--- src/rtl/uart_byte_tx.sv ---
// UART byte transmitter: start bit, 8 data bits LSB first, optional parity, 1 or 2 stop bits.
// Every bit is held BPS_PARAM clocks; busy/done handshake lets the frame builder stream bytes.
module uart_byte_tx #(
  parameter int CLK_FREQ  = 50000000,
  parameter int BAUD_RATE = 9600,
  parameter int PARITY    = 0,
  parameter int STOP_BITS = 1
) (
  input  logic       clk_in,
  input  logic       rst_in,
  input  logic       tx_start,
  input  logic [7:0] tx_data,
  output logic       tx_state,
  output logic       tx_done,
  output logic       rs232_tx
);
  localparam int BPS_PARAM = CLK_FREQ / BAUD_RATE;
  localparam int CW        = (BPS_PARAM > 1) ? $clog2(BPS_PARAM) : 1;

  typedef enum logic [2:0] {S_IDLE, S_START, S_DATA, S_PAR, S_STOP} st_t;

  st_t           st_q, st_d;
  logic [CW-1:0] baud_q, baud_d;
  logic [2:0]    bit_q, bit_d;
  logic          stop_q, stop_d;
  logic [7:0]    sh_q, sh_d;
  logic          par_q, par_d;
  logic          line_d, done_d, busy_d;
  logic          tick, last_stop;

  assign tick      = (baud_q == CW'(BPS_PARAM - 1));
  assign last_stop = (STOP_BITS == 1) || stop_q;

  always_ff @(posedge clk_in) begin
    if (rst_in) begin
      st_q     <= S_IDLE;
      baud_q   <= '0;
      bit_q    <= '0;
      stop_q   <= 1'b0;
      sh_q     <= '0;
      par_q    <= 1'b0;
      rs232_tx <= 1'b1;
      tx_state <= 1'b0;
      tx_done  <= 1'b0;
    end else begin
      st_q     <= st_d;
      baud_q   <= baud_d;
      bit_q    <= bit_d;
      stop_q   <= stop_d;
      sh_q     <= sh_d;
      par_q    <= par_d;
      rs232_tx <= line_d;
      tx_state <= busy_d;
      tx_done  <= done_d;
    end
  end

  // Next state; the shift register drops one bit each time a data bit is put on the line.
  always_comb begin
    st_d   = st_q;
    baud_d = baud_q;
    bit_d  = bit_q;
    stop_d = stop_q;
    sh_d   = sh_q;
    par_d  = par_q;
    if (st_q == S_IDLE) begin
      baud_d = '0;
      if (tx_start) begin
        st_d   = S_START;
        sh_d   = tx_data;
        par_d  = (PARITY == 1) ? ~^tx_data : ^tx_data;
        bit_d  = '0;
        stop_d = 1'b0;
      end
    end else begin
      baud_d = tick ? '0 : baud_q + 1'b1;
      if (tick) begin
        case (st_q)
          S_START: begin
            st_d = S_DATA;
            sh_d = sh_q >> 1;
          end
          S_DATA: begin
            if (bit_q == 3'd7) begin
              st_d = (PARITY != 0) ? S_PAR : S_STOP;
            end else begin
              bit_d = bit_q + 3'd1;
              sh_d  = sh_q >> 1;
            end
          end
          S_PAR:   st_d = S_STOP;
          S_STOP: begin
            if (last_stop) st_d = S_IDLE;
            else           stop_d = 1'b1;
          end
          default: st_d = S_IDLE;
        endcase
      end
    end
  end

  // Registered outputs: value the line and flags take at the coming edge.
  always_comb begin
    line_d = rs232_tx;
    done_d = 1'b0;
    busy_d = tx_state;
    if (st_q == S_IDLE) begin
      line_d = ~tx_start;
      busy_d = tx_start;
    end else if (tick) begin
      case (st_q)
        S_START: line_d = sh_q[0];
        S_DATA: begin
          if (bit_q == 3'd7) line_d = (PARITY != 0) ? par_q : 1'b1;
          else               line_d = sh_q[0];
        end
        S_PAR:   line_d = 1'b1;
        S_STOP: begin
          line_d = 1'b1;
          if (last_stop) begin
            done_d = 1'b1;
            busy_d = 1'b0;
          end
        end
        default: line_d = 1'b1;
      endcase
    end
  end
endmodule

--- config.mk ---
export PLATFORM = sky130hd
export DESIGN_NAME = uart_byte_tx
export DESIGN_NICKNAME = d
export VERILOG_FILES = /design/src/rtl/uart_byte_tx.sv
export SDC_FILE = /design/constraint.sdc
export NUM_CORES = 1
export LEC_CHECK = 0
export CAP_MARGIN = 5
export CORE_MARGIN = 3
export CORE_UTILIZATION = 25
export CTS_CLUSTER_DIAMETER = 40
export DETAILED_ROUTE_END_ITERATION = 16
export PLACE_DENSITY = 0.39
export SLEW_MARGIN = 15
export SYNTH_ARGS = -nofsm -noshare
export SYNTH_HDL_FRONTEND = slang
export SYNTH_SLANG_ARGS = --single-unit
--- constraint.sdc ---
create_clock -name clk_in -period 2.8 [get_ports clk_in]
set_input_delay 0.56 -clock clk_in [delete_from_list [all_inputs] [get_ports clk_in]]
set_output_delay 0.56 -clock clk_in [all_outputs]
set_load 0.05 [all_outputs]
# ---- Word level (Yosys, flattened, before mapping)
# Cells that the tools add are included.
dict set report totals {
  reg_bits 30
  in_bits 11
  output_inout_bits 3
  wordCells 55
}
dict set report classes {
  n_addsub 2
  n_eq_ne 10
  n_mux 23
  bitwise_logic 2
  n_reduce_logical 11
}
# operator count
set op_table {}
lappend op_table {{8-bit two-way mux} 4}
lappend op_table {{3-bit two-way mux} 9}
lappend op_table {{8-bit one-hot mux with 2 select lines} 1}
lappend op_table {{13-bit by 1-bit adder with 13-bit output, second input constant} 1}
lappend op_table {{13-bit == test, second input constant} 1}
lappend op_table {{3-bit one-hot mux with 3 select lines} 1}
lappend op_table {{4-bit AND reduction} 2}
lappend op_table {{1-bit two-way mux} 7}
lappend op_table {{3-bit by 2-bit == test with 1-bit output, second input constant} 2}
lappend op_table {{3-bit == test, second input constant} 2}
lappend op_table {{3-bit != test, second input constant} 2}
lappend op_table {{2-bit nonzero test} 3}
lappend op_table {{3-bit OR reduction} 2}
lappend op_table {{2-bit != test, second input constant} 2}
lappend op_table {{3-bit by 1-bit adder with 3-bit output, second input constant} 1}
lappend op_table {{3-bit by 1-bit == test with 1-bit output, second input constant} 1}
lappend op_table {{3-bit logical NOT} 1}
lappend op_table {{3-bit AND reduction} 1}
lappend op_table {{3-bit nonzero test} 1}
lappend op_table {{1-bit inverter} 2}
lappend op_table {{1-bit one-hot mux with 2 select lines} 1}
lappend op_table {{2-bit AND reduction} 1}

# ---- Depth between registers and ports, before layout
# Gate-level depths: netlist (run 1).
dict set report logic_depth {
  ltp_word 5
  ltp_mapped 7
}

# ---- Worst setup path before layout (run 1)
# Ideal clock, no wire load.
dict set report synth_path {
  path_type {reg2reg}
  from {reg baud_q[0]}
  to {reg st_q[2]}
  arrival_time_ns 1.627
  required_ns 2.730
  path_slack_ns 1.103
  stages_incl_launch_ff 7
  n_path_buf 1
  synth_period_minus_slack_ns 1.697
  path_cell_list {dfxtp_1 -> ha_1 -> and4bb_2 -> nand3_2 -> buf_6 -> or4b_1 -> a21oi_1}
}
dict set report synth_via {
  elab_chain_len 3
}
# item line_no
set synth_lines {}
lappend synth_lines {{start: declaration} 23} ;# logic [CW-1:0] baud_q, baud_d;
lappend synth_lines {{start signal: assignment} 47} ;# baud_q <= baud_d;
lappend synth_lines {{13-bit == test} 31} ;# assign tick = (baud_q == CW'(BPS_PARAM - 1));
lappend synth_lines {{2-bit nonzero test (no source line)} --}
lappend synth_lines {{3-bit AND reduction (no source line)} --}
lappend synth_lines {{end signal: assignment} 46} ;# st_q <= st_d;
lappend synth_lines {{end: declaration} 22} ;# st_t st_q, st_d;
# Every way passes these cells.
# A chain may end at the register's enable or synchronous reset.

# ---- Final worst setup path (run 1)
dict set report layout_path {
  from {reg rs232_tx}
  to {out rs232_tx}
}
# item line_no
set layout_lines {}
lappend layout_lines {{start: declaration} 15} ;# output logic rs232_tx
lappend layout_lines {{start signal: assignment} 52} ;# rs232_tx <= line_d;
# No word-level cell between the ends.

==> results of run 1 <==
## power breakdown
group	internal (mW)	switching (mW)	total, mW	leakage (nW)
registers	0.446	0.0112	0.457	0.244
logic	0.0454	0.0626	0.108	0.278
clock network	0.171	0.154	0.324	0.0383
## Yosys cell counts, types with 2 or more instances
library cell	instances	share of area, %
or4b_1	2	1.4
a21oi_1	7	2.4
a221oi_1	7	4.2
nand2_1	10	2.6
nand4_1	5	2.2
a2111oi_0	7	4.2
xor2_1	5	3.0
a31oi_1	3	1.3
nor2_1	25	6.5
o21ai_0	3	1.0
nor4_1	2	0.86
or3_1	3	1.3
nand3_1	11	3.8
buf_2	3	1.0
and3_1	3	1.3
dfxtp_1	30	41
ha_1	3	2.6
xnor2_1	5	3.0
inv_1	9	2.3
clkbuf_1	5	1.3
nor4b_1	2	1.2
and2_1	2	0.86
nor3_1	2	0.69
or3b_1	2	1.2
## kinds of logic (layout without fill, tap and decap cells)
group                    after synthesis  in the layout  share of synthesized area (%)
AO/OA/AOI/OAI                         30             30                           14.9
AND/OR/NAND/NOR                       75             75                           29.0
adder cells (fa/ha/maj)                3              3                           2.58
flip-flops                            30             30                           41.3
multiplexers                           1              1                          0.689
buffers and inverters                 18             31                           5.43
XOR/XNOR                              10             10                           6.03
## registers in the layout, indices dropped and copies added, names as in the netlist
signal / cells
baud_q: 13
sh_q: 8
bit_q: 3
st_q: 3
rs232_tx: 1
tx_done: 1
tx_state: 1
## stage by stage
stage / power, mW / area, um2 / util [%] / setup WS (ps) / cells
after CTS: 0.906 / 1720 / 30.8 / 773 / 252
after global placement: 0.573 / 1640 / 29.5 / 893 / 245
final: 0.890 / 1720 / 30.8 / 800 / 252
after global routing: 0.937 / 1720 / 30.8 / 631 / 252
after floorplan: 0.535 / 1450 / - / 1100 / 167
after detailed placement: 0.576 / 1640 / 29.5 / 867 / 245
## worst min path at each step
stage / endpoint / cells past startpoint
floorplan: baud_q[0] / 1
global placement: baud_q[0] / 1
detailed placement: baud_q[0] / 1
CTS: baud_q[0] / 1
global route: sh_q[6] / 2
finish: bit_q[2] / 2
## cells in the final DEF, fill, tap and decap left out, drive strengths merged
cell type	instances
and4b	1
a221oi	7
inv	9
clkbuf	7
buf	2
o21a	1
xnor2	5
xor2	5
and4bb	1
or4b	2
nand2	10
and3	3
nor4b	3
or3b	2
nand3	12
nand4	5
and2	2
mux2i	1
a2bb2oi	1
nor4	2
a2111oi	7
clkdlybuf4s50	13
ha	3
nor2	25
and4	1
or3	3
a21oi	7
a31oi	3
o21ai	4
dfxtp	30
nor3	3
## routing by layer
metal / track usage [%] / up-vias / part of all wire, %
met5: 0 / - / 0
met2: 17.3 / 17 / 44
met3: 3.25 / 7 / 3.5
met1: 14.7 / 591 / 50
met4: 6.48 / 0 / 2.2
li1: - / 633 / -
## worst reg2reg max path: stages (launching register included)
cell and delay, ps:
dfxtp_1 490, nor3_2 360, buf_4 260, nor2_1 60, a2111oi_0 480, a221oi_1 150
## final cells by class
type / instances / area (um2) / area share [%]
inverters: 9 / 33.8 / 1.97
repair buffers: 15 / 145 / 8.44
well taps: 72 / 90.1 / 5.24
multi-input cells: 119 / 773 / 45.0
clock buffers: 7 / 76.3 / 4.44
flip-flops and latches: 30 / 601 / 34.9
==> out/results.ini, run 1 <==
[synth]
yosysWarnings = 0
syn_inst = 167
synth-edff-count = 0
synthArstFlopShare_pct = 0
avgSynthCellArea_um2 = 8.70
netlist_area_mm2 = 0.00145
ys_seq_area_share_pct = 41.3
ys_types = 35
synth-main-ff-cell = dfxtp_1
ys_ff_latch = 30
syn-num-nets = 181

[setup_path]
critical-path-top-delay-family = buffers and inverters
path_depth = 1
r2r_end = sh_q[0]
cp.required_ps = 2240
ff2ff_setup_slack_ps = 850
cp-startpoint = rs232_tx
arrival_ps = 1440
cpPeakStageDelay_ps = 820
worst-setup-path-type = flop to primary output
crit_path_end_kind = primary output
cp_max_fo = 2
crit_path_end = rs232_tx
timing.critical_path.buf_inv = 1
crit_path_start_kind = flop
reg2regPathDepth = 5
crit_chain = clkdlybuf4s50_1
cpMaxStageDelayCell = clkdlybuf4s50_1
rr_startpoint = st_q[2]

[detailed_routing]
routed_wl_um = 3370
firstDrtPassIters = 4
avgRoutedWirePerCell_um = 13.4
viasPerCell = 4.95
drc = 0
ant_nets = 0
vias = 1248
drt_iter0_drc = 67

[timing]
setup_viol_count_final = 0
slew-limit-headroom_pct = 61.3
hold_violations = 0
whs_ps = 472
rsz0062_at_grt = no
slew_violations = 0
min_period_ps = 2000
timing.fmax_mhz = 500
finalCritPeriodShare_pct = 71.4
worstMarginPinSlew_ps = 580
fin_skew_ps = 5.12
tns_ps = 0

[clock_network]
holdBufCountCts = 0
clock_latency_ps = 280
cts_buffers = 5
clockBufferDepth = 2
clock-sinks = 30
postCtsSetupBuffers = 0
post_cts_resized = 0
cts_tree = yes
h-tree-depth = 2
clk_pin_slew_ps = 60
root_buffer = clkbuf_8

[min_path]
worstHoldStart = bit_q[2]
hp-class = flop to flop

[global_routing]
grt_antenna_before_repair = 0
grt_max_degree = 18
overflow = 0
grt_pass1_wl_um = 5910
grt.total_usage_pct = 11.5
grt_pass1_vias = 1258

[die]
fp-row-count = 27
fp.dieH_um = 82.2
start_util_pct = 26.1
dieWidth_um = 82.2
coreArea_mm2 = 0.00557
die_area_mm2 = 0.00676
io_pins = 14

[placed_design]
io_buffer_count = 13
globalplace.congestion = 0.760
dp_hpwl_um = 2420

[final_layout]
post_route_cells_drive_above_1_share_pct = 7.22
synthToLayoutAreaGrowth_pct = 18.3
nets = 194
antenna_cells = 0
fillers = 598

[power_and_ir_drop]
p_leak_nw = 0.561
p_per_area_mw_per_mm2 = 517
peakVddDrop_uv = 185

[run]
cap_violations = 0

[run_status]
status = finished, final reports clean

No activity file was read; power rests on OpenSTA's default activity.
==> inputs of run 2 (changes only) <==
--- a/config.mk
+++ b/config.mk
@@ -10,7 +10,7 @@
 export CORE_UTILIZATION = 25
 export CTS_CLUSTER_DIAMETER = 40
 export DETAILED_ROUTE_END_ITERATION = 16
-export PLACE_DENSITY = 0.39
+export PLACE_DENSITY = 0.41
 export SLEW_MARGIN = 15
 export SYNTH_ARGS = -nofsm -noshare
 export SYNTH_HDL_FRONTEND = slang
==> constraint.sdc (replaced) <==
create_clock -name clk_in -period 1.8 [get_ports clk_in]
set_input_delay 0.36 -clock clk_in [delete_from_list [all_inputs] [get_ports clk_in]]
set_output_delay 0.36 -clock clk_in [all_outputs]
set_load 0.05 [all_outputs]
==> out/results.ini, run 2 (synthesized netlist as in run 1, its figures left out) <==
[detailed_routing]
ant_nets = 0  ; unchanged
viasPerCell = 4.83  ; -2.5%
drc = 0  ; unchanged
avgRoutedWirePerCell_um = 12.9  ; -3.4%
drt_iter0_drc = 51  ; -24%
vias = 1270  ; +1.8%
routed_wl_um = 3400  ; +0.86%
firstDrtPassIters = 2  ; -2

[setup_path]
cp.required_ps = 2020  ; -220 ps
reg2regPathDepth = 6  ; +1
cp_max_fo = 3  ; +1
ff2ff_setup_slack_ps = 80  ; -770 ps
arrival_ps = 1930  ; +490 ps
worst-setup-path-type = flop to flop
r2r_end = bit_q[2]
rr_startpoint = bit_q[0]
crit_path_start_kind = flop
crit_path_end_kind = flop

[min_path]
hold_depth = 2  ; unchanged
hp-class = flop to flop
worstHoldStart = sh_q[7]
min_to = sh_q[7]

[clock_network]
h-tree-depth = 2  ; unchanged
root_buffer = clkbuf_8
clock-sinks = 30  ; unchanged
cts_buffers = 5  ; unchanged
postCtsSetupBuffers = 0  ; unchanged
clockBufferDepth = 2  ; unchanged
cts_tree = yes
clock_latency_ps = 280  ; about the same
clk_pin_slew_ps = 60  ; about the same

[global_routing]
grt_antenna_before_repair = 0  ; unchanged
grt.total_usage_pct = 11.4  ; -0.13 points
overflow = 0  ; unchanged
grt_max_degree = 20  ; +2
grt_pass1_wl_um = 5780  ; -2.2%
grt_pass1_vias = 1260  ; +0.16%

[power_and_ir_drop]
pwr-share-comb_pct = 12.5  ; +0.4 points
seqPwrFrac_pct = 51.5  ; about the same
peakVddDrop_uv = 241  ; +30%
switchingPower_mw = 0.348  ; +53%
clock_power_share_pct = 36.0  ; -0.4 points
p_per_area_mw_per_mm2 = 747  ; +44%
p_sw_share_pct = 25.2  ; -0.40 points
p_int_mw = 1.03  ; +56%
p_leak_nw = 0.617  ; +10%

[timing]
min_period_ps = 1720
hold_violations = 0  ; unchanged
worstMarginPinSlew_ps = 410  ; -170 ps
setup_ws_ps = 82.5  ; -717 ps
finalCritPeriodShare_pct = 95.4
setup_viol_count_final = 0  ; unchanged
timing.fmax_mhz = 582
fin_skew_ps = 3.07  ; -2.04 ps
rsz0062_at_grt = yes
whs_ps = 465  ; -6.91 ps
slew_violations = 0  ; unchanged
tns_ps = 0  ; unchanged
slew-limit-headroom_pct = 71.9  ; +11 points

[final_layout]
seq_area_um2 = 604  ; +0.63%
final_area_mm2 = 0.00185  ; +7.6%
final_common_cell = dfxtp_1
largest_reg_flops = 13  ; unchanged
post_route_cells_drive_above_1_share_pct = 19.4  ; +12 points
mostFrequentLayoutCells = dfxtp_1, nor2_1, buf_4
layoutNonFillerInstCount = 263  ; +4.4%
nets = 205  ; +5.7%
antenna_cells = 0  ; unchanged
multi_input_area_um2 = 825  ; +6.6%
fillers = 617  ; +3.2%
synthToLayoutAreaGrowth_pct = 27.3
regMostFlops = baud_q
reg_top3 = baud_q: 13 flops, sh_q: 8 flops

[placed_design]
place_area_mm2 = 0.00172  ; +4.6%
globalplace.congestion = 0.756  ; -0.53%
placedCellCount = 256  ; +4.5%
io_buffer_count = 13  ; unchanged
dp_slack_ps = 36.9  ; -830 ps
dp_hpwl_um = 2410  ; -0.33%

[die]
fp-row-count = 27  ; unchanged
fp.dieH_um = 82.2  ; unchanged
dieWidth_um = 82.2  ; unchanged
start_util_pct = 26.1  ; unchanged
coreArea_mm2 = 0.00557  ; unchanged
io_pins = 14  ; unchanged
die_area_mm2 = 0.00676  ; unchanged

[run_status]
status = finished, final reports clean

[run]
cap_violations = 0  ; unchanged

==> run 2: changes by cell type in the layout (fill, tap and decap cells not counted), sizes merged <==
| cell | change |
|---|---|
| clkdlybuf4s50 | -3 |
| buf | +14 |
==> run 2: cell type report <==
class                           instances  share of cell area [%]
Inverter                                9                    1.83
Clock buffer                            7                    4.13
Tap cell                               72                    4.87
Timing Repair Buffer                   26                    11.9
Multi-Input combinational cell        119                    44.6
Sequential cell                        30                    32.7
==> run 2: repair_timing <==
item,4_1_cts,5_1_grt
hold buffers,0,0
resized for setup,0,14
setup endpoints to repair,0,22
==> run 2: how the worst max path moves through the flow <==
stage                     to       from  slack [ps]  cells after the start
global placement    bit_q[2]   bit_q[0]          40                      6
detailed placement  bit_q[2]   bit_q[0]          40                      6
finish              bit_q[2]   bit_q[0]          80                      6
floorplan            st_q[2]  baud_q[0]         100                      6
CTS                 bit_q[2]   bit_q[0]          20                      6
global route        bit_q[2]   bit_q[0]         -30                      6
==> run 2: routing by layer <==
layer,share of wire (%),track usage [%],vias to the layer above
met4,2.3,5.48,0
met5,0,0,-
met2,45,17.0,15
met3,3.5,3.36,7
met1,49,14.9,592
li1,-,-,656
==> run 2: per-stage QoR <==
stage	utilization (%)	total power [mW]
after floorplan	-	0.831
after global placement	30.8	0.894
after detailed placement	30.8	0.898
after CTS	32.2	1.41
after global routing	33.2	1.46
final	33.2	1.38
==> run 2: worst max-delay path: stages (launching register included) <==
cell	delay (ps)
dfxtp_2	340
ha_4	160
ha_4	160
nor4b_4	250
nand4_1	180
or3b_1	440
a21oi_2	120
==> run 2: power by group through the flow <==
stage                     registers [mW]  logic, mW  clock network, mW
after global routing               0.715      0.195              0.550
after floorplan                    0.735     0.0961                  0
after CTS                          0.710      0.174              0.522
after detailed placement           0.725      0.174                  0
final                              0.711      0.173              0.498
after global placement             0.724      0.170                  0
==> inputs of run 3 (changes only) <==
--- a/config.mk
+++ b/config.mk
@@ -5,9 +5,11 @@
 export SDC_FILE = /design/constraint.sdc
 export NUM_CORES = 1
 export LEC_CHECK = 0
+export ABC_AREA = 1
 export CAP_MARGIN = 5
 export CORE_MARGIN = 3
 export CORE_UTILIZATION = 25
+export CTS_BUF_LIST = sky130_fd_sc_hd__clkbuf_2
 export CTS_CLUSTER_DIAMETER = 40
 export DETAILED_ROUTE_END_ITERATION = 16
 export PLACE_DENSITY = 0.41
==> out/results.ini, run 3 <==
[timing]
slew-limit-headroom_pct = 79.0  ; +7.0 points
worstMarginPinSlew_ps = 316  ; -94.8 ps
slew_violations = 0  ; unchanged
tns_ps = 0  ; unchanged
setup_viol_count_final = 0  ; unchanged
rsz0062_at_grt = no
fin_skew_ps = 38.4  ; +35.3 ps
min_period_ps = 1610  ; -108 ps
timing.fmax_mhz = 621  ; +6.7%
hold_violations = 0  ; unchanged
finalCritPeriodShare_pct = 89.4  ; -6.0 points

[setup_path]
cpPeakStageDelay_ps = 370  ; -70 ps
critical-path-top-delay-family = simple AND/OR/NAND/NOR gates
timing.critical_path.buf_inv = 1  ; +1
cp_max_fo = 15  ; +12
worst-setup-path-type = flop to flop
cpMaxStageDelayCell = dfxtp_2
crit_chain = ha_1 -> ha_1 -> inv_1 -> o21ai_0 -> o21ai_1 -> nand3_4 -> nand2_1 -> nand2_1 -> nor2_1
cp.required_ps = 2110  ; +90 ps
arrival_ps = 1920  ; about the same
crit_path_end_kind = flop
crit_path_start_kind = flop

[detailed_routing]
ant_nets = 0  ; unchanged
vias = 1437  ; +13%
drt_iter0_drc = 90  ; +76%
routed_wl_um = 3330  ; -2.1%
dr_wl_met2_um = 1420  ; -8.2%
top_layer_used = met4
avgRoutedWirePerCell_um = 9.72  ; -25%
drc = 0  ; unchanged
wl_met1_um = 1750  ; +5.6%
viasPerCell = 4.20  ; -13%
firstDrtPassIters = 4  ; +2
met3_length_um = 117  ; -2.5%

[synth]
syn-num-nets = 255  ; +41%
yosysTopAreaCellShare_pct = 38.7  ; -2.6 points
ys_seq_area_share_pct = 38.7  ; -2.6 points
synth_top_cell_by_area = dfxtp_1
synthMostInstantiatedCell = nand2_1
synth-edff-count = 0  ; unchanged
netlist_area_mm2 = 0.00155  ; +6.7%
ys_types = 24  ; -31%
synth.area.top_cells = dfxtp_1, nand2_1, nor2_1
synthTopCellsByCount = nand2_1, nor2_1, inv_1
ys_ff_latch = 30  ; unchanged
synthArstFlopShare_pct = 0  ; unchanged
yosysWarnings = 0  ; unchanged
avgSynthCellArea_um2 = 6.43  ; -26%
syn_inst = 241  ; +44%
synth-main-ff-cell = dfxtp_1

[final_layout]
reg_top3 = baud_q: 13 flops, sh_q: 8 flops
synthToLayoutAreaGrowth_pct = 19.6
fin_util_pct = 31.1  ; -2.0 points
layoutNonFillerInstCount = 342  ; +30%
mostFrequentLayoutCells = nand2_1, nor2_1, inv_1
nets = 280  ; +37%
regMostFlops = baud_q
antenna_cells = 0  ; unchanged
final_common_cell = nand2_1
largest_reg_flops = 13  ; unchanged
post_route_cells_drive_above_1_share_pct = 10.5  ; -8.9 points

[min_path]
hp-class = flop to flop

[clock_network]
root_buffer = clkbuf_2
clock-sinks = 30  ; unchanged
clock_latency_ps = 380  ; +100 ps
postCtsSetupBuffers = 0  ; unchanged
cts_buffers = 5  ; unchanged
clk_pin_slew_ps = 190  ; +130 ps
h-tree-depth = 2  ; unchanged
cts_tree = yes
clockBufferDepth = 2  ; unchanged

[die]
die_area_mm2 = 0.00718  ; +6.2%
start_util_pct = 26.0  ; -0.031 points
dieWidth_um = 84.7  ; +3.1%
coreArea_mm2 = 0.00596  ; +6.8%
fp.dieH_um = 84.7  ; +3.1%
io_pins = 14  ; unchanged
fp-row-count = 28  ; +3.7%

[global_routing]
grt_max_degree = 19  ; -5.0%
grt.total_usage_pct = 10.1  ; -1.3 points
grt_antenna_before_repair = 0  ; unchanged
grt_pass1_wl_um = 5830  ; +0.95%
overflow = 0  ; unchanged
grt_pass1_vias = 1321  ; +4.8%

[power_and_ir_drop]
total_power_mw = 1.53  ; +10%
p_leak_nw = 0.796  ; +29%
p_per_area_mw_per_mm2 = 823  ; +10%
peakVddDrop_uv = 385  ; +60%

[placed_design]
dp_hpwl_um = 2430  ; +1.0%
globalplace.congestion = 0.725  ; -4.1%
io_buffer_count = 13  ; unchanged
placedCellCount = 334  ; +30%

[run]
cap_violations = 0  ; unchanged

[run_status]
status = finished, final reports clean

## run 3: cell types whose count changed after synthesis, moves of 4 or more
| cell | previous run | this run |
|---|---|---|
| xor2_1 | 5 | 1 |
| o21ai_0 | 3 | 10 |
| xnor2_1 | 5 | 1 |
| a2111oi_0 | 7 | 0 |
| a21oi_1 | 7 | 11 |
| nand2_1 | 10 | 71 |
| nor2_1 | 25 | 46 |
| a221oi_1 | 7 | 0 |
| inv_1 | 9 | 33 |
| clkbuf_1 | 5 | 0 |
## run 3: kinds of logic (layout without fill, tap and decap cells)
logic type	Yosys count	in the layout	share of synthesized area (%)
xor gates and xnor gates	2	2	1.13
DFF	30	30	38.7
adders and majority gates	3	3	2.42
buffers and inverters	39	65	10.8
AOI/OAI and AO/OA	22	22	7.10
and+or+nand+nor	145	145	39.8
## run 3: power by group
part           total (mW)  switching, mW  internal (mW)
Sequential          0.754         0.0268          0.727
Clock               0.346          0.250         0.0956
Combinational       0.426          0.265          0.161
## run 3: worst register-to-register path, cell delays in order, from the launching register on
cell and delay, ps:
dfxtp_2 370, ha_1 190, ha_1 170, inv_1 80, o21ai_0 100, o21ai_1 180, nand3_4 210, nand2_1 120
nand2_1 50, nor2_1 80
## run 3: cell type report
class                           count  area, um2
Tap cell                           75       93.8
Sequential cell                    30        602
Inverter                           34        128
Fill cell                         699       4100
Clock buffer                        6       30.0
Multi-Input combinational cell    172        782
Timing Repair Buffer               23        210
Clock inverter                      2       8.76
## run 3: timing repair
action                                  CTS  global route
endpoints found under the setup margin    0             8
hold buffers                              0             0
resized for setup                         0             2
## run 3: path summary, 6_finish.rpt
path / slack, ps / depth (start not counted) / endpoint / startpoint
max reg2reg: 190 / 9 / sh_q[6] / bit_q[0]
min reg2reg: 470 / 2 / tx_state / tx_state
max: 190 / 9 / sh_q[6] / bit_q[0]
min: 470 / 2 / tx_state / tx_state
## run 3: per-layer routing
layer / GRT usage [%] / vias up
li1: - / 791
met1: 13.2 / 623
met2: 15.4 / 19
met3: 2.94 / 4
met4: 4.32 / 0
met5: 0 / -
## run 3: through the flow
stage	hold WS, ps	cell area (um2)	setup slack [ps]
2_1_floorplan	429	1550	296
3_3_place_gp	449	1810	116
3_5_place_dp	458	1810	124
4_1_cts	481	1850	125
5_1_grt	504	1850	17.9
6_report	473	1850	191
